<file path="src/rtl/cpu_step_ctrl_pkg.sv">
// Shared definitions for the CPU clock-enable / single-step controller.
// State encodings are also used by the debug and LED logic.
package cpu_step_ctrl_pkg;

  typedef enum logic [1:0] {
    ST_HALT = 2'd0,
    ST_RUN  = 2'd1,
    ST_STEP = 2'd2
  } state_t;

endpackage

</file>
<file path="src/rtl/cpu_step_ctrl_debounce.sv">
// Front-panel button conditioner: 2-flop synchroniser, stability counter,
// and a single-cycle pulse on each debounced press (release is silent).
module button_debounce #(
  parameter int DEBOUNCE_CYCLES = 65536
) (
  input  logic clk,
  input  logic rst,
  input  logic btn,
  output logic press
);

  localparam int CW = $clog2(DEBOUNCE_CYCLES + 1);
  localparam logic [CW-1:0] CNT_LAST = CW'(DEBOUNCE_CYCLES - 1);
  localparam logic [CW-1:0] CNT_ONE  = CW'(1);

  logic          btn_meta_r;
  logic          btn_sync_r;
  logic          level_r;
  logic [CW-1:0] count_r;
  logic          press_r;

  // Synchronise, then flip the level after DEBOUNCE_CYCLES consecutive disagreeing samples
  always_ff @(posedge clk) begin
    if (rst) begin
      btn_meta_r <= 1'b0;
      btn_sync_r <= 1'b0;
      level_r    <= 1'b0;
      count_r    <= {CW{1'b0}};
      press_r    <= 1'b0;
    end else begin
      btn_meta_r <= btn;
      btn_sync_r <= btn_meta_r;
      press_r    <= 1'b0;
      if (btn_sync_r != level_r) begin
        if (count_r == CNT_LAST) begin
          level_r <= ~level_r;
          count_r <= {CW{1'b0}};
          press_r <= ~level_r;
        end else begin
          count_r <= count_r + CNT_ONE;
        end
      end else begin
        count_r <= {CW{1'b0}};
      end
    end
  end

  assign press = press_r;

endmodule

</file>
<file path="src/rtl/cpu_step_ctrl.sv">
// Turns the divider's slow toggle into single-cycle CPU clock enables in the clk
// domain, with run/halt switch, debounced single-step, and CPU HLT handling.
import cpu_step_ctrl_pkg::*;

module cpu_step_ctrl #(
  parameter int DEBOUNCE_CYCLES = 65536,
  parameter int CNT_W           = 16
) (
  input  logic             clk,
  input  logic             rst,
  input  logic             slow_clk,
  input  logic             run_sw,
  input  logic             step_btn,
  input  logic             halt_req,
  output logic             cpu_ce,
  output logic             running,
  output logic             cpu_halted,
  output logic [CNT_W-1:0] ce_count
);

  localparam logic [CNT_W-1:0] CNT_ONE = CNT_W'(1);

  state_t           state_r;
  state_t           state_nxt_s;
  logic             slow_q_r;
  logic             run_meta_r;
  logic             run_sync_r;
  logic             cpu_ce_r;
  logic             running_r;
  logic             halted_r;
  logic [CNT_W-1:0] ce_count_r;
  logic             tick_s;
  logic             step_req_s;
  logic             ce_nxt_s;
  logic             halted_nxt_s;

  button_debounce #(
    .DEBOUNCE_CYCLES(DEBOUNCE_CYCLES)
  ) u_step_debounce (
    .clk   (clk),
    .rst   (rst),
    .btn   (step_btn),
    .press (step_req_s)
  );

  assign tick_s = slow_clk & ~slow_q_r;

  // Next-state, enable and sticky-halt decisions from current state and tick
  always_comb begin
    state_nxt_s  = state_r;
    ce_nxt_s     = 1'b0;
    // Seeing the run switch low is what re-arms the controller after a HLT
    if (!run_sync_r) begin
      halted_nxt_s = 1'b0;
    end else begin
      halted_nxt_s = halted_r;
    end
    case (state_r)
      ST_HALT: begin
        if (step_req_s) begin
          state_nxt_s  = ST_STEP;
          halted_nxt_s = 1'b0;
        end else if (run_sync_r && !halted_r && !halt_req) begin
          state_nxt_s = ST_RUN;
        end else begin
          state_nxt_s = ST_HALT;
        end
      end
      ST_RUN: begin
        if (halt_req) begin
          state_nxt_s  = ST_HALT;
          halted_nxt_s = 1'b1;
        end else if (!run_sync_r) begin
          state_nxt_s = ST_HALT;
        end else begin
          ce_nxt_s = tick_s;
        end
      end
      ST_STEP: begin
        if (tick_s) begin
          ce_nxt_s    = 1'b1;
          state_nxt_s = ST_HALT;
        end else begin
          state_nxt_s = ST_STEP;
        end
      end
      default: begin
        state_nxt_s = ST_HALT;
      end
    endcase
  end

  // State register, synchronisers and all registered outputs
  always_ff @(posedge clk) begin
    if (rst) begin
      state_r    <= ST_HALT;
      slow_q_r   <= 1'b0;
      run_meta_r <= 1'b0;
      run_sync_r <= 1'b0;
      cpu_ce_r   <= 1'b0;
      running_r  <= 1'b0;
      halted_r   <= 1'b0;
      ce_count_r <= {CNT_W{1'b0}};
    end else begin
      state_r    <= state_nxt_s;
      slow_q_r   <= slow_clk;
      run_meta_r <= run_sw;
      run_sync_r <= run_meta_r;
      cpu_ce_r   <= ce_nxt_s;
      running_r  <= (state_nxt_s == ST_RUN);
      halted_r   <= halted_nxt_s;
      if (cpu_ce_r) begin
        ce_count_r <= ce_count_r + CNT_ONE;
      end else begin
        ce_count_r <= ce_count_r;
      end
    end
  end

  assign cpu_ce     = cpu_ce_r;
  assign running    = running_r;
  assign cpu_halted = halted_r;
  assign ce_count   = ce_count_r;

endmodule

</file>
<file path="config.mk">
export PLATFORM = sky130hd
export DESIGN_NAME = cpu_step_ctrl
export DESIGN_NICKNAME = d
export VERILOG_FILES = /design/src/rtl/cpu_step_ctrl_pkg.sv /design/src/rtl/cpu_step_ctrl_debounce.sv /design/src/rtl/cpu_step_ctrl.sv
export SDC_FILE = /design/constraint.sdc
export NUM_CORES = 1
export LEC_CHECK = 0
export ABC_AREA = 1
export BUFFER_PORTS_ARGS = -buffer_cell sky130_fd_sc_hd__buf_2
export CAP_MARGIN = 20
export CORE_MARGIN = 3
export CORE_UTILIZATION = 60
export DETAILED_ROUTE_END_ITERATION = 12
export MAX_ROUTING_LAYER = met4
export PLACE_DENSITY = 0.81
export SYNTH_ARGS = -nofsm -noshare
export SYNTH_HDL_FRONTEND = slang
export SYNTH_SLANG_ARGS = --single-unit
</file>
<file path="constraint.sdc">
create_clock -name clk -period 3.2 [get_ports clk]
set_clock_uncertainty 0.15 [all_clocks]
set_input_delay 0.48 -clock clk [delete_from_list [all_inputs] [get_ports clk]]
set_output_delay 0.48 -clock clk [all_outputs]
set_load 0.02 [all_outputs]
</file>
# Word level (Yosys, flattened, before mapping)
# Index checks and enable logic that the tools add are counted.
# totals
ff_bits,45
inputBits,6
out_inout_bits,19
# classes
add_sub_neg,2
eq_ne,5
mux,14
n_bitwise,5
reduce_logical,8
# op_table
cell,count
$add A17 B1 Y17 const B,1
$eq A17 B16 Y1 const B,1
$add A16 B1 Y16 const B,1
$mux W2,4
$mux W1,7
$pmux W2 S3,1
$reduce_or A3 Y1,2
$eq A2 B1 Y1 const B,2
$not A1 Y1,4
$pmux W1 S2,2
$eq A2 B2 Y1 const B,1
$logic_and A1 B1 Y1,2
$logic_not A1 Y1,2
$logic_not A2 Y1,1
$reduce_and A2 Y1,1
$and A1 B1 Y1,1
$ne A1 B1 Y1,1

# Logic depth before layout (Yosys ltp)
# logic_depth
word_depth,7
mapped_depth,13
depth_no_buf,13

# By module
# A second synthesis with hierarchy kept.
# unflattened
cells_unflattened,297
hier_area_um2,2139.6
# by_module_without_submodules
mod,instances,cells_each,area_each_um2,seq_area_each_um2
cpu_step_ctrl,1,155,1146.1,480.5
button_debounce,1,142,993.5,420.4

# Worst setup path after synthesis
# Ideal clock, no wire load.
# synth_path
path_type,register -> register
startpoint,reg u_step_debounce.count_r[0]
endpoint,reg u_step_debounce.count_r[11]
setup_time_ns,0.117
t_arrival_ns,1.623
setup_slack_ns,1.310
stages_incl_launch_ff,13
synth_period_minus_slack_ns,1.890
cell_sequence,dfxtp_1 ha_1 nand2_1 inv_1 nand3_1 nor2_2 nand3_1 nor2_1 ha_1 inv_1 nand4_1 buf_2 nor2_1
# synth_between
elab_chain_cells,2
word_cells_on_any_way,3
cone_classes,add/sub: 1; eq/ne: 1; reduce/logical: 1
# synth_rtl
element,line,rtl
from (decl),cpu_step_ctrl_debounce.sv:19,logic [CW-1:0] count_r;
from (signal assigned),cpu_step_ctrl_debounce.sv:28,count_r <= {CW{1'b0}};
from (signal assigned),cpu_step_ctrl_debounce.sv:37,count_r <= {CW{1'b0}};
from (signal assigned),cpu_step_ctrl_debounce.sv:40,count_r <= count_r + CNT_ONE;
branches (longest 2 deep; another with $add A17 B1 Y17),n/a,
# Several ways; the timed one is not identified.
# A chain may end at the register's enable or synchronous reset.

# Worst setup path after layout
# layout_path
startpoint,reg u_step_debounce.count_r[0]
endpoint,reg u_step_debounce.count_r[3]
# Same word-level chain as after synthesis.

==> out/summary.txt <==
CTS max path bufs: 2
Fmax: 418 MHz
Mean Syn Cell Area: 6.97 um^2
Finish-stage setup viols: 0
Share of cells above drive strength 1: 13.5%
RD Place Congestion: 0.863
Power Density: 399 nW/um^2
Initial DRC count: 65
Initial Util: 62.9%
P&R area growth vs syn: 11.4%
DRT Pass-1 Iters: 4
GRT overflow: 0
Slew @ Worst Pin: 448 ps
Wire per inst: 10.1 um
Die width: 65.6 um
Top cell type's share of synthesized area: 42.2%
Largest area contributor in the netlist: dfxtp_1
Area of the die: 4310 um^2
Placed cells: 372
Post-synth EDFFs: 0
Peak supply drop: 308 uV
Post-DP HPWL: 2.92 mm
Pin count of the biggest net entering global routing: 18
DRT Wirelength: 3.82 mm
Synth area leaders: dfxtp_1 42%, nand2_1 10%, inv_1 9.9%
Syn Inst Count: 306
Post-CTS repair timing setup buffer count: 0
Largest Register: u_step_debounce.count_r
Mapped Area: 2130 um^2
Headroom to the max-slew limit: 69.9%
Worst Setup End Kind: flip-flop
Syn Nets: 319
TritonCTS clock tree: yes
# resized after CTS: 0
Count of cell types in the netlist: 26
Most frequent cells in the layout: 57 x nand2_1, 56 x inv_1, 48 x nor2_1
Row cnt: 21
Yosys reg bits: 45
Global-route wire length before repair: 6.96 mm
Drt drc: 0
Max-slew violation count: 0
Largest register FFs: 17
Core box area: 3390 um^2
Vias: 1870
CTS Hold Bufs: 0
CP Launch Type: flip-flop
Worst-path fanout max: 9
Setup TNS: 0 ps
Yosys synthesis warning count: 0
Hold Path Class: input pin to flip-flop
Post-synth ARST share: 0%
Clock latency on the worst-skew pair: 350 ps
TritonCTS Buffers: 5
Reg clk slew, reported paths: 120 ps
Die Y: 65.6 um
Sink Count: 45
Required @ worst endpoint: 3280 ps
Pleak: 1.04 nW
Final cell count without fillers: 380
IO buf count: 24
Crit path DAT: 2480 ps
Post-layout min period: 2390 ps
RSZ-0062 raised after global routing: no
Critical setup path kind: flip-flop to flip-flop
Vias/cell: 4.92
CTS H-Tree Depth: 2
IO Pins: 25
GRT Resource Usage Total: 20.8%
Post-synthesis sequential area ratio: 42.2%
Antenna violations before repair: 0
Layout Nets: 346
Final clock period utilization by the worst path: 74.8%
Post-route ant nets: 0
Tot Pwr: 948 uW
# diodes: 0
Max-Cap Viols: 0
Final Hold Fails: 0
Root buf cell: clkbuf_4
Vias in the first global route: 1746
Synth Flop Type: dfxtp_1
Outcome: finished clean
Commonest non-fill, non-tap cell in the layout: nand2_1
[final timing paths]
kind / start / to / slack [ps] / depth (start not counted)
worst max-delay path: u_step_debounce.count_r[0] / u_step_debounce.count_r[3] / 810 / 13
worst min-delay path: step_btn / u_step_debounce.btn_meta_r / 180 / 3
worst max register to register: u_step_debounce.count_r[0] / u_step_debounce.count_r[3] / 810 / 13
worst min register to register: u_step_debounce.btn_meta_r / u_step_debounce.btn_sync_r / 260 / 2
[Yosys cell counts, types with 2 or more instances]
| master | count |
|---|---|
| xor2_1 | 3 |
| buf_2 | 3 |
| nor2_2 | 3 |
| a21oi_1 | 17 |
| ha_1 | 7 |
| inv_1 | 56 |
| nor2_1 | 48 |
| nor2_4 | 2 |
| nand2_1 | 57 |
| nand4_1 | 6 |
| dfxtp_1 | 45 |
| nand3_2 | 2 |
| nand3_1 | 21 |
| o21ai_0 | 7 |
| nand2_2 | 4 |
| nor3_1 | 15 |
[area by class of cell]
cell class	instances	area, um^2
inverters	56	210
multi-input cells	200	996
clock inverters	1	30.0
repair buffers	25	128
well taps	46	57.6
fillers	299	1010
flip-flops and latches	45	901
clock buffers	7	55.1
[metrics by stage]
stage / setup WS, ps / hold WS, ps / util, % / instance area [um^2]
floorplan: 1310 / 238 / - / 2130
global placement: 979 / 241 / 67.6 / 2290
detailed placement: 842 / 254 / 67.6 / 2290
CTS: 805 / 162 / 70.1 / 2380
global route: 574 / 173 / 70.1 / 2380
finish: 806 / 180 / 70.1 / 2380
[layer usage]
| metal | routed length, um | share of wire [%] | up-vias | global-route usage [%] |
|---|---|---|---|---|
| li1 | - | - | 1005 | - |
| met1 | 1870 | 49 | 827 | 25.3 |
| met2 | 1770 | 46 | 30 | 34.9 |
| met3 | 125 | 3.3 | 8 | 3.59 |
| met4 | 56 | 1.5 | 0 | 6.99 |
| met5 | 0 | 0 | - | - |
[report_power, final]
group	internal [mW]	switching (mW)
combinational	0.00745	0.0139
clock	0.187	0.174
sequential	0.564	0.00194
total	0.758	0.189
[worst max-delay path, cell delays in order (launching register included)]
cell     delay (ps)
dfxtp_1         370
ha_1            170
nand2_1          80
inv_1            80
nand3_1         100
nor2_2          180
nand3_1         120
nor2_1          130
ha_1            170
inv_1            50
nand4_1         330
inv_1           170
o21ai_1         110
a21oi_1          60
[cells by family (layout without fill, tap and decap cells)]
group                      Yosys count  count (layout)  synth area share (%)
adders and majority gates            7               7                  4.11
buffers and inverters               61              89                  11.1
xor gates and xnor gates             3               3                  1.23
and+or+nand+nor                    162             162                  34.4
AOI/OAI and AO/OA                   28              28                  6.92
DFF                                 45              45                  42.2
Note: power is estimated with default switching activity, not from simulation.
